### config.mk
export PLATFORM = sky130hd
export DESIGN_NAME = aes128_sub_bytes_lanes
export DESIGN_NICKNAME = d
export VERILOG_FILES = /design/src/rtl/aes128_pkg.sv /design/src/rtl/aes128_sbox_lane.sv /design/src/rtl/aes128_sub_bytes_lanes.sv
export SDC_FILE = /design/constraint.sdc
export NUM_CORES = 1
export LEC_CHECK = 0
export ABC_AREA = 1
export CORE_MARGIN = 5
export CORE_UTILIZATION = 35
export DETAILED_ROUTE_END_ITERATION = 8
export GPL_ROUTABILITY_DRIVEN = 0
export GPL_TIMING_DRIVEN = 0
export PLACE_DENSITY = 0.56
export SYNTH_ARGS = -nofsm -noshare
export SYNTH_HDL_FRONTEND = slang
export SYNTH_HIERARCHICAL = 1
export SYNTH_SLANG_ARGS = --single-unit
### constraint.sdc
create_clock -name clk_i -period 19.3 [get_ports clk_i]
set_clock_uncertainty 0.1 [all_clocks]
set_input_delay 1.93 -clock clk_i [delete_from_list [all_inputs] [get_ports clk_i]]
set_output_delay 1.93 -clock clk_i [all_outputs]
set_load 0.005 [all_outputs]
### src/rtl/aes128_pkg.sv
// Shared AES-128 definitions for the SubBytes lane engine: block size,
// FSM state type and the forward/inverse S-box as GF(2^8) functions.
// The inverse S-box function is only compiled when AES128_SUB_BYTES_INV_EN
// is defined.
package aes128_pkg;

    localparam int AES_BLOCK_BYTES = 16;

    typedef enum logic {
        ST_IDLE   = 1'b0,
        ST_OUTPUT = 1'b1
    } state_t;

    // Multiply by x modulo the AES polynomial x^8+x^4+x^3+x+1.
    function automatic logic [7:0] gf_xtime(input logic [7:0] a);
        return {a[6:0], 1'b0} ^ (a[7] ? 8'h1b : 8'h00);
    endfunction

    function automatic logic [7:0] gf_mul(input logic [7:0] a, input logic [7:0] b);
        logic [7:0] acc;
        logic [7:0] sh;
        acc = 8'h00;
        sh  = a;
        for (int i = 0; i < 8; i++) begin
            if (b[i]) acc = acc ^ sh;
            sh = gf_xtime(sh);
        end
        return acc;
    endfunction

    // Multiplicative inverse as a^254; maps 0 to 0 as AES requires.
    function automatic logic [7:0] gf_inv(input logic [7:0] a);
        logic [7:0] res;
        logic [7:0] pw;
        res = 8'h01;
        pw  = a;
        for (int i = 0; i < 7; i++) begin
            pw  = gf_mul(pw, pw);
            res = gf_mul(res, pw);
        end
        return res;
    endfunction

    function automatic logic [7:0] rotl8(input logic [7:0] a, input int n);
        logic [15:0] dbl;
        dbl = {a, a} << n;
        return dbl[15:8];
    endfunction

    function automatic logic [7:0] sbox_fwd(input logic [7:0] a);
        logic [7:0] x;
        x = gf_inv(a);
        return x ^ rotl8(x, 1) ^ rotl8(x, 2) ^ rotl8(x, 3) ^ rotl8(x, 4) ^ 8'h63;
    endfunction

`ifdef AES128_SUB_BYTES_INV_EN
    function automatic logic [7:0] sbox_inv(input logic [7:0] a);
        logic [7:0] x;
        x = rotl8(a, 1) ^ rotl8(a, 3) ^ rotl8(a, 6) ^ 8'h05;
        return gf_inv(x);
    endfunction
`endif

endpackage

### src/rtl/aes128_sbox_lane.sv
// One combinational S-box lookup. With AES128_SUB_BYTES_INV_EN defined the
// i_inv select chooses the inverse S-box; otherwise only the forward S-box
// exists and i_inv is ignored.
module aes128_sbox_lane
    import aes128_pkg::*;
(
    input  logic [7:0] i_byte,
    input  logic       i_inv,
    output logic [7:0] o_byte
);

`ifdef AES128_SUB_BYTES_INV_EN
    // Forward or inverse substitution per the select.
    always_comb begin
        o_byte = i_inv ? sbox_inv(i_byte) : sbox_fwd(i_byte);
    end
`else
    logic w_unused_inv;
    assign w_unused_inv = i_inv;

    // Forward substitution only.
    always_comb begin
        o_byte = sbox_fwd(i_byte);
    end
`endif

endmodule

### src/rtl/aes128_sub_bytes_lanes.sv
// AES-128 SubBytes engine: captures a 128-bit block on start_i and streams
// it out LANES substituted bytes per beat with valid/ready handshaking.
// Optional inverse mode is enabled by defining AES128_SUB_BYTES_INV_EN.
module aes128_sub_bytes_lanes
    import aes128_pkg::*;
#(
    parameter int LANES = 1
) (
    input  logic                 clk_i,
    input  logic                 rst_i,
    input  logic [127:0]         data_i,
    input  logic                 start_i,
    input  logic                 inv_i,
    input  logic                 ready_i,
    output logic [8*LANES-1:0]   data_o,
    output logic [3:0]           addr_o,
    output logic                 valid_o,
    output logic                 busy_o,
    output logic                 done_o
);

    localparam int BEATS = AES_BLOCK_BYTES / LANES;
    localparam int BW    = (BEATS > 1) ? $clog2(BEATS) : 1;
    localparam logic [BW-1:0] LAST_BEAT = BW'(BEATS - 1);

    state_t         r_state;
    logic [BW-1:0]  r_beat;
    logic [127:0]   r_data;
    logic           r_inv;

    logic           w_active;
    logic           w_last;
    logic [3:0]     w_addr;
    logic [8*LANES-1:0] w_sub;
    logic           w_inv_sel;

`ifdef AES128_SUB_BYTES_INV_EN
    assign w_inv_sel = inv_i;
`else
    logic w_unused_inv;
    assign w_unused_inv = inv_i;
    assign w_inv_sel    = 1'b0;
`endif

    assign w_active = (r_state == ST_OUTPUT);
    assign w_last   = (r_beat == LAST_BEAT);
    assign w_addr   = 4'(32'(r_beat) * LANES);

    // Control FSM: capture block on start, advance beat on each transfer.
    always_ff @(posedge clk_i or posedge rst_i) begin
        if (rst_i) begin
            r_state <= ST_IDLE;
            r_beat  <= '0;
            r_data  <= '0;
            r_inv   <= 1'b0;
        end else begin
            case (r_state)
                ST_IDLE: begin
                    if (start_i) begin
                        r_data  <= data_i;
                        r_inv   <= w_inv_sel;
                        r_beat  <= '0;
                        r_state <= ST_OUTPUT;
                    end
                end
                ST_OUTPUT: begin
                    if (ready_i) begin
                        if (w_last) begin
                            r_beat  <= '0;
                            r_state <= ST_IDLE;
                        end else begin
                            r_beat <= r_beat + 1'b1;
                        end
                    end
                end
                default: begin
                    r_state <= ST_IDLE;
                end
            endcase
        end
    end

    // One S-box per lane, each fed the byte at addr + lane index.
    genvar gi;
    generate
        for (gi = 0; gi < LANES; gi++) begin : g_lane
            logic [3:0] w_idx;
            assign w_idx = w_addr + 4'(gi);
            aes128_sbox_lane u_lane (
                .i_byte (r_data[{w_idx, 3'b000} +: 8]),
                .i_inv  (r_inv),
                .o_byte (w_sub[8*gi +: 8])
            );
        end
    endgenerate

    // Outputs read as zero outside an operation.
    always_comb begin
        valid_o = w_active;
        busy_o  = w_active;
        data_o  = w_active ? w_sub : '0;
        addr_o  = w_active ? w_addr : 4'd0;
        done_o  = w_active && ready_i && w_last;
    end

endmodule

## Word level (Yosys, flattened, before mapping)

Index checks and enable logic that the tools add are counted.

| storage, ports and cells | value |
|---|---|
| register bits | 133 |
| output and inout bits | 15 |
| word-level logic and storage cells | 420 |

| operators by class | value |
|---|---|
| $add $sub $neg | 1 |
| eq/ne operators | 3 |
| shift operators | 1 |
| multiplexer cells | 213 |
| bitwise logic cells | 195 |
| reduce and logical (&&, ||, !) cells | 4 |

Operators by type and width:

| cell | count |
|---|---|
| $xor A8 B8 Y8 | 186 |
| $mux W8 | 106 |
| $mux W5 | 92 |
| $shiftx A128 B8 Y8 | 1 |
| $mux W4 | 5 |
| $pmux W4 S2 | 1 |
| $mux W7 | 1 |
| $not A1 Y1 const A | 7 |
| $mux W6 | 1 |
| $add A4 B1 Y4 const B | 1 |
| $eq A4 B4 Y1 const B | 1 |
| $mux W1 | 4 |
| $ne A2 B2 Y1 const B | 2 |
| $not A4 Y4 | 1 |
| $reduce_and A2 Y1 | 2 |
| $mux W3 | 1 |
| $logic_and A1 B1 Y1 | 2 |
| $mux W2 | 1 |
| $pmux W1 S2 | 1 |
| $not A1 Y1 | 1 |

## Logic depth before layout (Yosys ltp)

| depth | value |
|---|---|
| depth in word-level cells | 134 |
| mapped depth | 140 |
| gate-level depth less buffers | 134 |

## Cells and area by module

Netlist, hierarchy kept.

Modules (own cells, without submodules):

| module | times used | cells an instance | area an instance (µm²) | seq. area each (µm²) |
|---|---|---|---|---|
| aes128_sbox_lane | 1 | 3,995 | 18,729.2 | 0.0 |
| aes128_sub_bytes_lanes | 1 | 904 | 6,558.8 | 3,328.2 |

## Worst setup path before layout

OpenSTA, ideal clock, no wires.

| timing | value |
|---|---|
| kind | register -> output |
| start | register r_beat[1] |
| end | output port data_o[1] |
| arrival | 12.592 ns |
| data required time | 17.270 ns |
| slack | 4.678 ns |
| cell stages (with the launch flop) | 105 |
| path through | dfrtp_1 > buf_4 > nor2_8 > buf_6 > nand3_2 > nand2_1 > nor2_1 > nand2_1 > nand2_1 > ha_1 > inv_1 > nand2_1 > nand3_1 > nand2_1 > nand2_1 > o21ai_2 > nand2_2 > nor2_4 > [... 69 more ...] > nand2_1 > nand2_1 > nand2_1 > nand2_1 > nand3_1 > nand2_1 > nand2_1 > nand2_1 > nand2_1 > nand2_1 > nand2_1 > nand2_1 > nand2_1 > nand2_1 > nand2_1 > nand2_1 > nand2_1 > inv_1 |

| on the way | value |
|---|---|
| longest elaborated chain between the ends | 131 |
| elaborated cells on any way between the ends | 392 |
| classes of those cells | shift: 1; mux: 204; bitwise: 187 |

Ends and longest elaborated chain:

| element | line | source |
|---|---|---|
| start, declared | aes128_sub_bytes_lanes.sv:27 | `logic [BW-1:0] r_beat;` |
| start signal, assigned | aes128_sub_bytes_lanes.sv:72 | `r_beat <= r_beat + 1'b1;` |
| $shiftx A128 B8 Y8 (*) | aes128_sub_bytes_lanes.sv:90 | `.i_byte (r_data[{w_idx, 3'b000} +: 8]),` |
| $mux W5 (tied with other cells) | aes128_pkg.sv:16 | `return {a[6:0], 1'b0} ^ (a[7] ? 8'h1b : 8'h00);` |
| $xor A8 B8 Y8, on equally long branches | aes128_pkg.sv:16, aes128_pkg.sv:25 |  |
| $xor A8 B8 Y8 or $mux W8 (tied branches) | aes128_pkg.sv:25 | `if (b[i]) acc = acc ^ sh;` |
| $mux W8 or $xor A8 B8 Y8 (tied branches) | aes128_pkg.sv:25 |  |
| $xor A8 B8 Y8 or $mux W8 (tied branches) | aes128_pkg.sv:25 |  |
| $mux W8 or $xor A8 B8 Y8 (tied branches) | aes128_pkg.sv:25 |  |
| $xor A8 B8 Y8 or $mux W8 (tied branches) | aes128_pkg.sv:25 |  |
| [... 114 more ...] | n/a |  |
| $mux W8 | aes128_pkg.sv:25 |  |
| $xor A8 B8 Y8 | aes128_pkg.sv:25 |  |
| $mux W8 (*) | aes128_pkg.sv:25 |  |
| $xor A8 B8 Y8 (3 in series) | aes128_pkg.sv:53 | `return x ^ rotl8(x, 1) ^ rotl8(x, 2) ^ rotl8(x, 3) ^ rotl8(x, 4) ^ 8'h63;` |
| $xor A8 B8 Y8 (*) | aes128_pkg.sv:53 |  |
| $not A4 Y4 (no line) (*) | n/a |  |
| named net w_sub[1] | aes128_sub_bytes_lanes.sv:34 | `logic [8*LANES-1:0] w_sub;` |
| $mux W8 (*) | aes128_sub_bytes_lanes.sv:101 | `data_o = w_active ? w_sub : '0;` |
| end, declared | aes128_sub_bytes_lanes.sv:15 | `output logic [8*LANES-1:0] data_o,` |

Mark *: on every way through the listed nets, which the timed path passes. The rest lies on a longest branch.

## Final worst setup path

| timing | value |
|---|---|
| start | register r_beat[0] |
| end | output port data_o[1] |

The elaborated chain is that of the path after synthesis.

==> flow_summary_export.csv <==
group,metric,value,unit
route,dr_wl_met2,41.2,mm
logic_synthesis,syn_area_per_cell,5.16,um^2
route,drt-total-wl,89.4,mm
route,drc,0,
die,initial_core_util,35.3,%
route,top_layer_used,"met5",
clock_tree,cts_num_sinks,133,
setup_path,cp-start-kind,"register",
setup_path,worstPathArrival,15990,ps
setup_path,cpMostUsedCell,"nand2_1",
sta,period_needed,18020,ps
grt,grt_max_degree,95,
place,post-dp-hpwl,72.4,mm
die,coreArea,71600,um^2
cells_and_area,area_delta_synth_final,13.4,%
cells_and_area,fillers,8078,
route,met3WireLength,4.48,mm
grt,grt_use_total,22.0,%
clock_tree,cts_tree,"yes",
cells_and_area,drive_above_1_share,10.0,%
logic_synthesis,ys_warn_count,6,
sta,slew_violations,0,
outcome,outcome,"completed",
sta,final-hold-violation-count,0,
die,dieArea,77700,um^2
grt,grt_pass1_vias,26400,
logic_synthesis,synth_area,25300,um^2
logic_synthesis,syn_inst,4898,
die,num_io_pins,148,
grt,grt_overflow,0,
setup_path,cp-end-kind,"primary output",
sta,setup_tns,0,ps
cells_and_area,n_antenna_cell,0,
setup_path,cp.required,17270,ps
clock_tree,htreeDepth,4,
grt,grt_pass1_wl,142,mm
die,num_rows,98,
route,viasPerCell,4.91,
die,die_w,279,um
route,vias,29600,
setup_path,crit_type,"reg2out",
sta,tightest_slew,708,ps
route,drt.antenna.violating_nets,0,
clock_tree,cts_hold_buf,0,
die,fp.dieH,279,um
sta,rsz0062_at_grt,"no",
min_path,worstHoldPathType,"reg2reg",
place,io_buffers,146,
clock_tree,cts.clk_slew.worst_paths,60,ps
clock_tree,cts.path.max_buffers,2,
grt,antenna_found_initial,1,
route,wl_met1,42.6,mm
run,max_cap_viol_count,0,
route,dr.pass1.iters,6,
route,post_drt_wl_per_cell,14.8,um
cells_and_area,nets,5207,
sta,maxSlewHeadroom,52.7,%
clock_tree,numCtsBuffers,17,
route,drtIter0Drc,2639,
logic_synthesis,syn_nets,5039,
setup_path,crit_fanout,18,
clock_tree,ctsRootBufferMaster,"clkbuf_16",
clock_tree,clkLatencyLatePin,430,ps
setup_path,crit_path_max_incr_delay,490,ps
sta,min_period_over_period,93.4,%
sta,max_freq,55.5,MHz
setup_path,cp_slowest_cell,"clkdlybuf4s50_1",
sta,setup-violations-final,0,
[area by class of cell]
cell class	count	area [um^2]	area share [%]
clock inverters	13	183	0.637
inverters	583	2220	7.73
flip-flops and latches	133	3330	11.6
plain buffers	148	943	3.29
well taps	950	1190	4.14
repair buffers	150	1510	5.27
clock buffers	18	439	1.53
multi-input cells	4033	18900	65.8
[placed cells by master, fill, tap and decap left out, drive strengths merged, types with 11 or more instances in the layout]
cell type and n:
buf 130, a21oi 16, or2 23, inv 577
clkinv 11, nand4 55, clkdlybuf4s50 146, xnor2 61
nand3b 60, nand3 723, xor2 153, nand2 2455
clkbuf 40, dfrtp 133, o21ai 135, nor2 312
o21bai 17
[worst paths after layout]
check | from | depth (start not counted) | endpoint | slack (ps)
worst max-delay path | r_beat[0] | 112 | data_o[1] | 1280
max in group asynchronous | rst_i | 3 | r_data[58] | 16500
worst max register to register | busy_o | 4 | r_data[54] | 17520
worst min-delay path | r_data[107] | 2 | r_data[107] | 370
worst min register to register | r_data[107] | 2 | r_data[107] | 370
min in group asynchronous | rst_i | 2 | r_data[65] | 1780
[what timing repair did]
action	CTS	global route
setup buffers	0	3
endpoints found under the setup margin	0	8
gates resized for setup	0	25
[flip-flops by register name (all words and copies together) (netlist names)]
signal	count
r_data	128
busy_o	1
r_beat	4
[critical path, delay by kind of cell (launching register included)]
family / cells / cell delay [ps]
xor+xnor: 9 / 2130
flops: 1 / 380
fa+ha+maj: 5 / 1620
simple gates: 71 / 7280
buf+inv: 27 / 4060
[metrics by stage]
stage / area (um^2) / hold slack [ps] / util, % / setup WS [ps] / cells
2_1_floorplan: 25300 / 342 / - / 4680 / 4898
3_3_place_gp: 27900 / 356 / 39.0 / 604 / 5994
3_5_place_dp: 28000 / 359 / 39.1 / 563 / 5995
4_1_cts: 28600 / 373 / 39.9 / 45.9 / 6026
5_1_grt: 28700 / 387 / 40.1 / 21.6 / 6028
6_report: 28700 / 369 / 40.1 / 1280 / 6028
[per-layer routing]
layer	vias up	track usage (%)
li1	15500	-
met3	64	1.76
met1	13300	31.4
met5	-	0
met4	2	3.80
met2	726	37.0
Power is not shown: default switching activity piles up to over one toggle a cycle in this logic, so the estimate is an artifact.
